File: src/rtl/add_sub_if.sv
// Operand/result stream bundle for add_sub_seq: valid/ready on the operand
// side and on the result side, each independently flow-controlled.
interface add_sub_if #(
    parameter int WIDTH = 16
) ();
    logic             in_valid;
    logic             in_ready;
    logic [WIDTH-1:0] a;
    logic [WIDTH-1:0] b;
    logic             sub;
    logic             out_valid;
    logic             out_ready;
    logic [WIDTH-1:0] sum;
    logic             cout;
    logic             ovf;
    logic             zero;

    modport master (
        output in_valid, a, b, sub, out_ready,
        input  in_ready, out_valid, sum, cout, ovf, zero
    );

    modport slave (
        input  in_valid, a, b, sub, out_ready,
        output in_ready, out_valid, sum, cout, ovf, zero
    );
endinterface

File: src/rtl/add_sub_seq.sv
// Multi-cycle WIDTH-bit adder/subtractor: one CHUNK-bit slice per clock with a
// rippled carry register, reporting carry-out, signed overflow and zero flags.
module add_sub_seq #(
    parameter int WIDTH = 16,
    parameter int CHUNK = 4
) (
    input  logic     clk,
    input  logic     rst,
    add_sub_if.slave bus
);
    localparam int NCHUNK = WIDTH / CHUNK;
    localparam int IDX_W  = (NCHUNK > 1) ? $clog2(NCHUNK) : 1;
    localparam logic [IDX_W-1:0] LAST_IDX = IDX_W'(NCHUNK - 1);

    if (WIDTH < 1 || CHUNK < 1 || CHUNK > WIDTH || (WIDTH % CHUNK) != 0) begin : g_bad_params
        $fatal(1, "add_sub_seq: illegal WIDTH=%0d CHUNK=%0d", WIDTH, CHUNK);
    end

    localparam logic [1:0] S_IDLE = 2'd0;
    localparam logic [1:0] S_RUN  = 2'd1;
    localparam logic [1:0] S_DONE = 2'd2;

    logic [1:0]       state_q, state_d;
    logic [WIDTH-1:0] a_q, a_d, b_q, b_d, work_q, work_d, sum_q, sum_d;
    logic             sub_q, sub_d, carry_q, carry_d;
    logic             cout_q, cout_d, ovf_q, ovf_d, zero_q, zero_d;
    logic [IDX_W-1:0] idx_q, idx_d;

    logic [CHUNK-1:0] a_slice, b_slice;
    logic [CHUNK:0]   slice_sum;
    logic             msb_cin;

    // Single adder slice; B is inverted in subtract mode, the +1 comes from the
    // carry register preloaded with sub at acceptance.
    always_comb begin
        a_slice   = a_q[idx_q*CHUNK +: CHUNK];
        b_slice   = b_q[idx_q*CHUNK +: CHUNK] ^ {CHUNK{sub_q}};
        slice_sum = {1'b0, a_slice} + {1'b0, b_slice} + {{CHUNK{1'b0}}, carry_q};
        msb_cin   = a_slice[CHUNK-1] ^ b_slice[CHUNK-1] ^ slice_sum[CHUNK-1];
    end

    always_comb begin
        // NOTE: every _d defaults to its _q first, so no branch can infer a latch.
        state_d = state_q;
        a_d     = a_q;
        b_d     = b_q;
        sub_d   = sub_q;
        carry_d = carry_q;
        idx_d   = idx_q;
        work_d  = work_q;
        sum_d   = sum_q;
        cout_d  = cout_q;
        ovf_d   = ovf_q;
        zero_d  = zero_q;
        case (state_q)
            S_IDLE: begin
                if (bus.in_valid) begin
                    a_d     = bus.a;
                    b_d     = bus.b;
                    sub_d   = bus.sub;
                    carry_d = bus.sub;
                    idx_d   = '0;
                    state_d = S_RUN;
                end
            end
            S_RUN: begin
                work_d[idx_q*CHUNK +: CHUNK] = slice_sum[CHUNK-1:0];
                carry_d = slice_sum[CHUNK];
                idx_d   = idx_q + 1'b1;
                if (idx_q == LAST_IDX) begin
                    sum_d   = work_d;
                    cout_d  = slice_sum[CHUNK];
                    ovf_d   = msb_cin ^ slice_sum[CHUNK];
                    zero_d  = (work_d == '0);
                    state_d = S_DONE;
                end
            end
            S_DONE: begin
                if (bus.out_ready) state_d = S_IDLE;
            end
            default: state_d = S_IDLE;
        endcase
    end

    // NOTE: non-blocking assignments so every flop samples pre-edge values.
    always_ff @(posedge clk or posedge rst) begin
        if (rst) begin
            state_q <= S_IDLE;
            a_q     <= '0;
            b_q     <= '0;
            sub_q   <= 1'b0;
            carry_q <= 1'b0;
            idx_q   <= '0;
            work_q  <= '0;
            sum_q   <= '0;
            cout_q  <= 1'b0;
            ovf_q   <= 1'b0;
            zero_q  <= 1'b0;
        end else begin
            state_q <= state_d;
            a_q     <= a_d;
            b_q     <= b_d;
            sub_q   <= sub_d;
            carry_q <= carry_d;
            idx_q   <= idx_d;
            work_q  <= work_d;
            sum_q   <= sum_d;
            cout_q  <= cout_d;
            ovf_q   <= ovf_d;
            zero_q  <= zero_d;
        end
    end

    assign bus.in_ready  = (state_q == S_IDLE);
    assign bus.out_valid = (state_q == S_DONE);
    assign bus.sum       = sum_q;
    assign bus.cout      = cout_q;
    assign bus.ovf       = ovf_q;
    assign bus.zero      = zero_q;
endmodule

File: src/flat_wrapper.sv
// flat-port wrapper written by rule: the top's interface ports become plain ports
module add_sub_seq_flat 
#(
    parameter int WIDTH = 16,
    parameter int CHUNK = 4
)
  (clk, rst, bus_in_valid, bus_a, bus_b, bus_sub, bus_out_ready, bus_in_ready, bus_out_valid, bus_sum, bus_cout, bus_ovf, bus_zero);
  add_sub_if #(.WIDTH(WIDTH)) bus_i ();
  input  logic clk;
  input  logic rst;
  input wire logic [$bits(bus_i.in_valid)-1:0] bus_in_valid;
  input wire logic [$bits(bus_i.a)-1:0] bus_a;
  input wire logic [$bits(bus_i.b)-1:0] bus_b;
  input wire logic [$bits(bus_i.sub)-1:0] bus_sub;
  input wire logic [$bits(bus_i.out_ready)-1:0] bus_out_ready;
  output wire logic [$bits(bus_i.in_ready)-1:0] bus_in_ready;
  output wire logic [$bits(bus_i.out_valid)-1:0] bus_out_valid;
  output wire logic [$bits(bus_i.sum)-1:0] bus_sum;
  output wire logic [$bits(bus_i.cout)-1:0] bus_cout;
  output wire logic [$bits(bus_i.ovf)-1:0] bus_ovf;
  output wire logic [$bits(bus_i.zero)-1:0] bus_zero;
  assign bus_i.in_valid = bus_in_valid;
  assign bus_i.a = bus_a;
  assign bus_i.b = bus_b;
  assign bus_i.sub = bus_sub;
  assign bus_i.out_ready = bus_out_ready;
  assign bus_in_ready = bus_i.in_ready;
  assign bus_out_valid = bus_i.out_valid;
  assign bus_sum = bus_i.sum;
  assign bus_cout = bus_i.cout;
  assign bus_ovf = bus_i.ovf;
  assign bus_zero = bus_i.zero;
  add_sub_seq #(.WIDTH(WIDTH), .CHUNK(CHUNK)) u_core (.clk(clk), .rst(rst), .bus(bus_i));
endmodule
File: config.mk
export PLATFORM = sky130hd
export DESIGN_NAME = add_sub_seq_flat
export DESIGN_NICKNAME = d
export VERILOG_FILES = /design/src/rtl/add_sub_if.sv /design/src/rtl/add_sub_seq.sv /design/src/flat_wrapper.sv
export SDC_FILE = /design/constraint.sdc
export NUM_CORES = 1
export LEC_CHECK = 0
export ABC_AREA = 0
export ABC_CLOCK_PERIOD_IN_PS = 6750
export CORE_ASPECT_RATIO = 1.75
export CORE_UTILIZATION = 30
export DETAILED_ROUTE_END_ITERATION = 8
export PLACE_DENSITY_LB_ADDON = 0.12
export RECOVER_POWER = 100
export SLEW_MARGIN = 5
export SYNTH_ARGS = -nofsm -noshare
export SYNTH_HDL_FRONTEND = slang
export SYNTH_SLANG_ARGS = --single-unit
File: constraint.sdc
create_clock -name clk -period 6.75 [get_ports clk]
set_input_delay 1.0125 -clock clk [delete_from_list [all_inputs] [get_ports clk]]
set_output_delay 1.0125 -clock clk [all_outputs]
set_load 0.1 [all_outputs]
==> impl_metrics.yaml, run 1 <==
run_status:
  outcome: "complete, but fails checks"
  violations: "max-capacitance violations, max-slew violations"
sta:
  setup-tns-final_ps: 0
  slew_headroom_pct: -1.96
  finalWorstSetupSlack_ps: 3060
  hold_viol: 0
  rsz0062_at_grt: "no"
  fmax_mhz: 271
  setup_violations: 0
  tightest_slew_ps: 1530
  period_share_pct: 54.7
  skew_ps: 5.24
  period_minus_slack_ps: 3690
  finalMaxSlewViolations: 37
yosys:
  synth_seq_cells: 73
  postSynthAreaPerCell_um2: 9.36
  synthTopCellsByArea: "dfrtp_1 52%, nand2_1 15%, mux4_2 5.1%"
  synth-async-reset-ratio_pct: 100
  syn_inst: 375
  synth_edf_count: 0
  ys.flop_type: "dfrtp_1"
  netlist-cell-type-count: 35
  syn_area_um2: 3510
  ys_seq_area_share_pct: 52.0
  synth_top_area_cell: "dfrtp_1"
  synth_top_cell_area_share_pct: 52.0
  yosysWarnings: 0
  syn_nets: 423
place:
  dp_slack_ps: 3530
  placed_area_um2: 4180
  io_buffers: 57
  place_hpwl_mm: 6.24
  dp.cells: 547
  place.gp.congestion: 0.883
run:
  maxCapViolations: 1
clock_network:
  clock_path_buffers: 2
  tritoncts: "yes"
  cts.reportedPaths.clkPinSlew_ps: 60
  clkLatencyLatePin_ps: 330
  cts_resized: 0
  post_cts_buffers: 0
  cts_hold_buf: 0
  cts_buffers: 9
  cts.sinks: 73
  clock_tree.root_cell: "clkbuf_16"
  htreeDepth: 3
setup_path:
  setup.worst_path.end_class: "flip-flop"
  crit_fanout: 18
  cp.arrival_ps: 3960
  crit_required_ps: 7020
  crit_end: "u_core.work_q[15]"
  startpoint_type: "flip-flop"
  cp-startpoint: "u_core.idx_q[0]"
  r2r_cells: 9
  r2r_start: "u_core.idx_q[0]"
  path_class: "reg -> reg"
  r2r_end: "u_core.work_q[15]"
  regToRegSetupSlack_ps: 3060
grt:
  grt_max_degree: 74
  grt_pass1_vias: 2794
  grtUsageTotal_pct: 14.9
  grt_overflow_total: 0
  antenna_found_initial: 0
  grt_pass1_wl_mm: 14.1
hold_path:
  hold_class: "reg -> reg"
  holdPathStages: 2
die:
  core_area_um2: 11200
  die_w_um: 83.8
  start_util_pct: 31.3
  die_area_um2: 12200
  fp.dieH_um: 145
  num_io_pins: 58
  row_count: 51
drt:
  first_iter_violations: 217
  via_count: 2726
  drc: 0
  via_per_inst: 4.84
  first_pass_iters: 4
  wire_per_inst_um: 15.0
  antenna_left: 0
  wl_mm: 8.44
finish:
  syn_to_final_growth_pct: 27.5
  drive_above_1_share_pct: 5.57
  final_area_um2: 4470
  fin_nets: 474
  antenna_cells: 0
  stdcell_count: 563
## layout by cell type (no fill, tap or decap), drive strengths merged, types with 3 or more instances in the layout
master,Yosys,final
nand2,136,136
dfrtp,73,73
clkdlybuf4s50,0,34
o21ai,30,30
dlygate4sd3,0,23
clkbuf,13,16
nor2,12,12
inv,13,12
nor2b,11,11
a21oi,10,10
a22o,9,9
ha,9,9
a22oi,8,8
mux4,8,8
xor2,5,5
a31oi,4,4
and2,3,3
nand3,3,3
nor3,3,3
nor4,3,3
## worst max-delay path: stages (launching register included)
cell,delay (ps)
dfrtp_1,370
clkbuf_1,790
mux4_2,610
xor2_1,160
ha_1,360
nand2_1,60
o21ai_0,330
xor2_1,450
and2_0,310
a22o_1,190
## cell families (layout without fill, tap and decap cells)
group / Yosys count / in the layout / share of synthesized area (%)
adder cells (fa/ha/maj): 11 / 11 / 4.35
XOR/XNOR: 7 / 7 / 1.75
buffers and inverters: 33 / 89 / 3.89
AO/OA/AOI/OAI: 68 / 68 / 12.0
AND/OR/NAND/NOR: 175 / 175 / 20.8
multiplexers: 8 / 8 / 5.13
flip-flops: 73 / 73 / 52.0
## how the worst min path moves through the flow
stage | from | to | slack (ps)
2_1_floorplan | u_core.a_q[10] | u_core.a_q[10] | 440
3_3_place_gp | u_core.b_q[1] | u_core.b_q[1] | 460
3_5_place_dp | u_core.a_q[9] | u_core.a_q[9] | 460
4_1_cts | u_core.a_q[9] | u_core.a_q[9] | 470
5_1_grt | u_core.a_q[10] | u_core.a_q[10] | 480
6_report | u_core.a_q[10] | u_core.a_q[10] | 470
## state kept, by name (all words and copies together) (netlist names)
name / flops
u_core.bus.zero: 1
u_core.state_q: 2
u_core.work_q: 16
u_core.a_q: 16
u_core.bus.cout: 1
u_core.sub_q: 1
u_core.bus.ovf: 1
u_core.b_q: 16
u_core.carry_q: 1
u_core.idx_q: 2
u_core.bus.sum: 16
## synthesized netlist by cell type (3+ instances only)
cell and n:
nand3_1 3, a31oi_1 4, o21ai_0 29, and2_1 3
nand2_1 136, a21oi_1 10, nor2_1 12, clkbuf_1 13
dfrtp_1 73, xor2_1 5, a22oi_1 8, buf_2 4
nor2b_1 11, a22o_1 9, mux4_2 8, inv_1 13
ha_1 9
## per-layer routing
metal  routed length, um  track usage (%)  up-vias
met2                4560             25.9       70
met5                   0                0        -
li1                    -                -     1346
met4                 347             8.73        0
met3                 276             2.45       24
met1                3250             16.9     1286
## area by class of cell
| class | instances | area, um^2 |
|---|---|---|
| clock inverters | 2 | 35.0 |
| clock buffers | 14 | 274 |
| fillers | 1149 | 6760 |
| multi-input cells | 269 | 1540 |
| flip-flops and latches | 73 | 1830 |
| well taps | 132 | 165 |
| inverters | 13 | 48.8 |
| repair buffers | 60 | 586 |
## metrics by stage
stage	utilization, %	hold slack [ps]
floorplan	-	440
global placement	37.2	463
detailed placement	37.2	456
CTS	40.0	470
global route	39.8	485
finish	39.8	469
Power of run 1 is left out: the tool's default activity adds up to more than one toggle a clock period on the data nets, which glitch-free logic cannot reach.
==> inputs of run 2 (changes only) <==
ABC_CLOCK_PERIOD_IN_PS = 3800   (was 6750)
clock period = 3.8 ns   (was 6.75 ns; I/O delays follow)
==> run 2 against run 1 <==
Against the previous run: the flow still finishes with violations (max-capacitance violations, max-slew violations); clock-buffer cell count down 1; final area increased by 0.11%; register-to-register slack lost 2500 ps; sequential cell count unchanged; non-clock buffer count increased by 3; final cell count increased by 0.53%; critical path depth stayed put; hold slack worse by 1.9 ps; global-route usage rose by 0.48 points; critical path type unchanged.
==> impl_metrics.yaml, run 2 (synthesized netlist as in run 1, its figures left out) <==
die:
  start_util_pct: 31.3
  num_io_pins: 58
  fp.dieH_um: 145
  die_area_um2: 12200
  row_count: 51
  core_area_um2: 11200
  die_w_um: 83.8
grt:
  met1_usage_pct: 16.1
  grt_pass1_vias: 2848
  grtUsageTotal_pct: 15.4
  busiest_layer: "met2"
  grt_pass1_wl_mm: 14.3
  use_met2_pct: 27.9
  antenna_found_initial: 0
  grt_overflow_total: 0
  grt.met3_usage_pct: 3.58
  grt_max_degree: 74
run:
  maxCapViolations: 1
clock_network:
  tritoncts: "yes"
  cts.sinks: 73
  cts_resized: 0
  post_cts_buffers: 0
  clkLatencyLatePin_ps: 340
  clock_path_buffers: 2
  cts_buffers: 9
  cts.reportedPaths.clkPinSlew_ps: 50
  clock_tree.root_cell: "clkbuf_16"
  htreeDepth: 3
  cts_hold_buf: 0
hold_path:
  holdPathStages: 2
  holdPathEnd: "u_core.bus.sum[6]"
  min_from: "u_core.bus.sum[6]"
  hold_class: "reg -> reg"
finish:
  layout_common_cells: "136 x nand2_1, 73 x dfrtp_1, 34 x clkdlybuf4s50_1"
  syn_to_final_growth_pct: 27.6
  drive_above_1_share_pct: 6.22
  final_common_cell: "nand2_1"
  fill_cells: 1173
  antenna_cells: 0
  fin_nets: 477
sta:
  tightest_slew_ps: 1820
  hold_viol: 0
  period_share_pct: 84.2
  rsz0062_at_grt: "no"
  slew_headroom_pct: -21.4
  setup_violations: 0
  finalWorstSetupSlack_ps: 601
  skew_ps: 4.52
  period_minus_slack_ps: 3200
  fmax_mhz: 313
  finalMaxSlewViolations: 74
  setup-tns-final_ps: 0
setup_path:
  path_common_cell: "xor2_1"
  worst_path_dominant_cell_family: "XOR/XNOR gates"
  crit_slowest_cell: "mux4_2"
  setup.worst_path.end_class: "flip-flop"
  crit_fanout: 18
  r2r_end: "u_core.work_q[3]"
  cp.arrival_ps: 3480
  r2r_cells: 9
  critPathBufInv: 1
  regToRegSetupSlack_ps: 600
  path_class: "reg -> reg"
  cp_cell_sequence: "buf_4 > mux4_2 > xor2_1 > ha_1 > nand2_1 > o21ai_0 > xor2_1 > and2_0 > a22o_1"
  slowest_delay_ps: 540
  crit_required_ps: 4080
  r2r_start: "u_core.idx_q[0]"
  startpoint_type: "flip-flop"
drt:
  first_pass_iters: 4
  wire_per_inst_um: 15.1
  antenna_left: 0
  wl_mm: 8.56
  first_iter_violations: 129
  via_count: 2755
  drc: 0
  via_per_inst: 4.87
place:
  place.gp.congestion: 0.822
  dp_slack_ps: 744
  io_buffers: 57
  place_hpwl_mm: 6.42
run_status:
  outcome: "complete, but fails checks"
  violations: "max-capacitance violations, max-slew violations"
[run 2: cell types whose count changed in the layout (fill, tap and decap cells not counted)]
cell | previous run | this run
clkinv_2 | 1 | 2
buf_4 | 1 | 4
clkbuf_2 | 0 | 1
clkbuf_8 | 3 | 1
[run 2: layout make-up]
class                   instances  area, um^2  share of cell area, %
multi-input cells             269        1540                   34.3
clock inverters                 3        40.0                  0.894
clock buffers                  13         250                   5.59
flip-flops and latches         73        1830                   40.8
inverters                      13        48.8                   1.09
repair buffers                 63         609                   13.6
well taps                     132         165                   3.69
[run 2: tightest hold or removal path: cells and delay by family (launching register included)]
kind / cells / cell delay, ps
flops: 1 / 330
compound gates: 1 / 50
simple gates: 1 / 40
[run 2: stage by stage]
step	instances	utilization (%)	hold WS (ps)	cell area [um^2]
3_3_place_gp	550	37.4	455	4200
5_1_grt	566	39.9	489	4480
2_1_floorplan	375	-	440	3510
6_report	566	39.9	468	4480
4_1_cts	566	40.0	478	4490
3_5_place_dp	550	37.4	464	4200
[run 2: worst max-delay path by stage]
| stage | start | end | slack [ps] | depth (start not counted) |
|---|---|---|---|---|
| CTS | u_core.idx_q[0] | u_core.work_q[15] | 740 | 9 |
| finish | u_core.idx_q[0] | u_core.work_q[3] | 600 | 9 |
| detailed placement | u_core.idx_q[0] | u_core.work_q[15] | 740 | 9 |
| floorplan | u_core.idx_q[0] | u_core.bus.zero | 610 | 11 |
| global placement | u_core.idx_q[0] | u_core.work_q[15] | 850 | 9 |
| global route | u_core.idx_q[0] | u_core.work_q[11] | 390 | 9 |
[run 2: layer usage]
metal	routed length, um	vias up
li1	-	1352
met1	3200	1331
met2	4830	53
met3	289	19
met4	239	0
met5	0	-
Power of run 2 is left out for the same reason.
==> inputs of run 3 (changes only) <==
ABC_CLOCK_PERIOD_IN_PS = 2800   (was 3800)
clock period = 2.8 ns   (was 3.8 ns; I/O delays follow)
==> run 3 against run 2 <==
Against the previous run: the flow still finishes with violations (max-capacitance violations, max-slew violations); first-iteration DRC count rose by 7.8%; via count rose by 0.83%; critical path depth did not move; global-route usage fell by 0.36 points; clock-buffer cell count rose by 1; worst setup slack got worse by 530 ps.
==> impl_metrics.yaml, run 3 (synthesized netlist as in run 1, its figures left out) <==
run_status:
  outcome: "complete, but fails checks"
  violations: "max-capacitance violations, max-slew violations"
finish:
  final_area_um2: 4550
  drive_above_1_share_pct: 11.8
  layout_common_cells: "136 x nand2_1, 73 x dfrtp_1, 34 x clkdlybuf4s50_1"
  fill_cells: 1157
  fin_nets: 491
  syn_to_final_growth_pct: 29.8
  antenna_cells: 0
  final_common_cell: "nand2_1"
setup_path:
  r2r_cells: 9
  regToRegSetupSlack_ps: 70
  r2r_start: "u_core.idx_q[0]"
  path_class: "reg -> reg"
  startpoint_type: "flip-flop"
  crit_fanout: 3
  slowest_delay_ps: 540
  crit_required_ps: 3020
  cp.arrival_ps: 2950
  r2r_end: "u_core.bus.zero"
  setup.worst_path.end_class: "flip-flop"
  crit_slowest_cell: "mux4_2"
  cp_cell_sequence: "mux4_2 > xnor2_2 > fa_2 > fa_1 > nor2_2 > nand3_2 > a21oi_2 > nor4_2 > a32o_1"
sta:
  setup_violations: 0
  finalMaxSlewViolations: 74
  rsz0062_at_grt: "yes"
  period_share_pct: 97.5
  period_minus_slack_ps: 2730
  hold_viol: 0
  setup-tns-final_ps: 0
  fin_hold_ws_ps: 473
  skew_ps: 6.50
  slew_headroom_pct: -22.6
  fmax_mhz: 366
  tightest_slew_ps: 1840
clock_network:
  tritoncts: "yes"
  clock_path_buffers: 2
  htreeDepth: 3
  cts.reportedPaths.clkPinSlew_ps: 60
  clock_tree.root_cell: "clkbuf_16"
  cts.sinks: 73
  cts_buffers: 9
  clkLatencyLatePin_ps: 330
  post_cts_buffers: 0
hold_path:
  min_from: "u_core.a_q[15]"
  holdPathEnd: "u_core.a_q[15]"
  hold_class: "reg -> reg"
  holdPathStages: 2
grt:
  grt_overflow_total: 0
  grt_pass1_vias: 2924
  antenna_found_initial: 0
  grt_max_degree: 74
  grt_pass1_wl_mm: 14.4
  grtUsageTotal_pct: 15.0
place:
  place_hpwl_mm: 6.36
  io_buffers: 57
  place.gp.congestion: 0.803
  placed_area_um2: 4290
run:
  maxCapViolations: 1
drt:
  antenna_left: 0
  wl_mm: 8.60
  via_count: 2778
  wire_per_inst_um: 14.8
  via_per_inst: 4.79
  drc: 0
  first_pass_iters: 4
  first_iter_violations: 139
die:
  die_w_um: 83.8
  die_area_um2: 12200
  fp.dieH_um: 145
  core_area_um2: 11200
  num_io_pins: 58
  row_count: 51
  start_util_pct: 31.3
run 3: changes by cell type in the layout (fill, tap and decap cells not counted), sizes merged:
cell	change
clkbuf	+23
bufinv	+1
clkinv	-2
buf	+13
dlygate4sd3	-21
run 3: worst max-delay path, delay by kind of cell, from the launching register on:
kind / cells / cell delay, ps
AOI/OAI and AO/OA: 2 / 370
xor gates and xnor gates: 1 / 170
DFF: 1 / 380
adders and majority gates: 2 / 860
muxes: 1 / 540
and+or+nand+nor: 3 / 290
run 3: layer usage:
metal	vias up	part of all wire (%)	global-route usage [%]
met5	-	0	0
met1	1323	39	16.3
met2	56	56	27.8
li1	1385	-	-
met4	0	2.3	6.69
met3	14	3.0	2.73
run 3: timing repair:
item,4_1_cts,5_1_grt
hold buffers,0,0
gates resized for setup,0,10
endpoints found under the setup margin,0,22
run 3: final cells by class:
type	instances	area [um^2]	share of cell area (%)
clock buffers	14	264	5.80
clock inverters	2	60.1	1.32
inverters	13	48.8	1.07
multi-input cells	269	1610	35.3
flip-flops and latches	73	1830	40.1
well taps	132	165	3.63
repair buffers	77	583	12.8
run 3: how the worst max path moves through the flow:
stage                     slack, ps             from         endpoint  depth (start not counted)
after floorplan                -170  u_core.idx_q[0]  u_core.bus.zero                         11
after global placement           80  u_core.idx_q[0]  u_core.bus.zero                          9
after detailed placement         10  u_core.idx_q[0]  u_core.bus.zero                          9
after CTS                        10  u_core.idx_q[0]  u_core.bus.zero                          9
after global routing            -10  u_core.idx_q[0]  u_core.bus.zero                          9
final                            70  u_core.idx_q[0]  u_core.bus.zero                          9
run 3: through the flow:
stage	worst slack, ps	cells	util (%)
after global placement	76.6	564	38.2
after CTS	10.4	580	41.1
after global routing	-10.3	580	40.6
after detailed placement	10.7	564	38.2
final	69.9	580	40.6
after floorplan	-174	375	-
Power of run 3 is left out for the same reason.
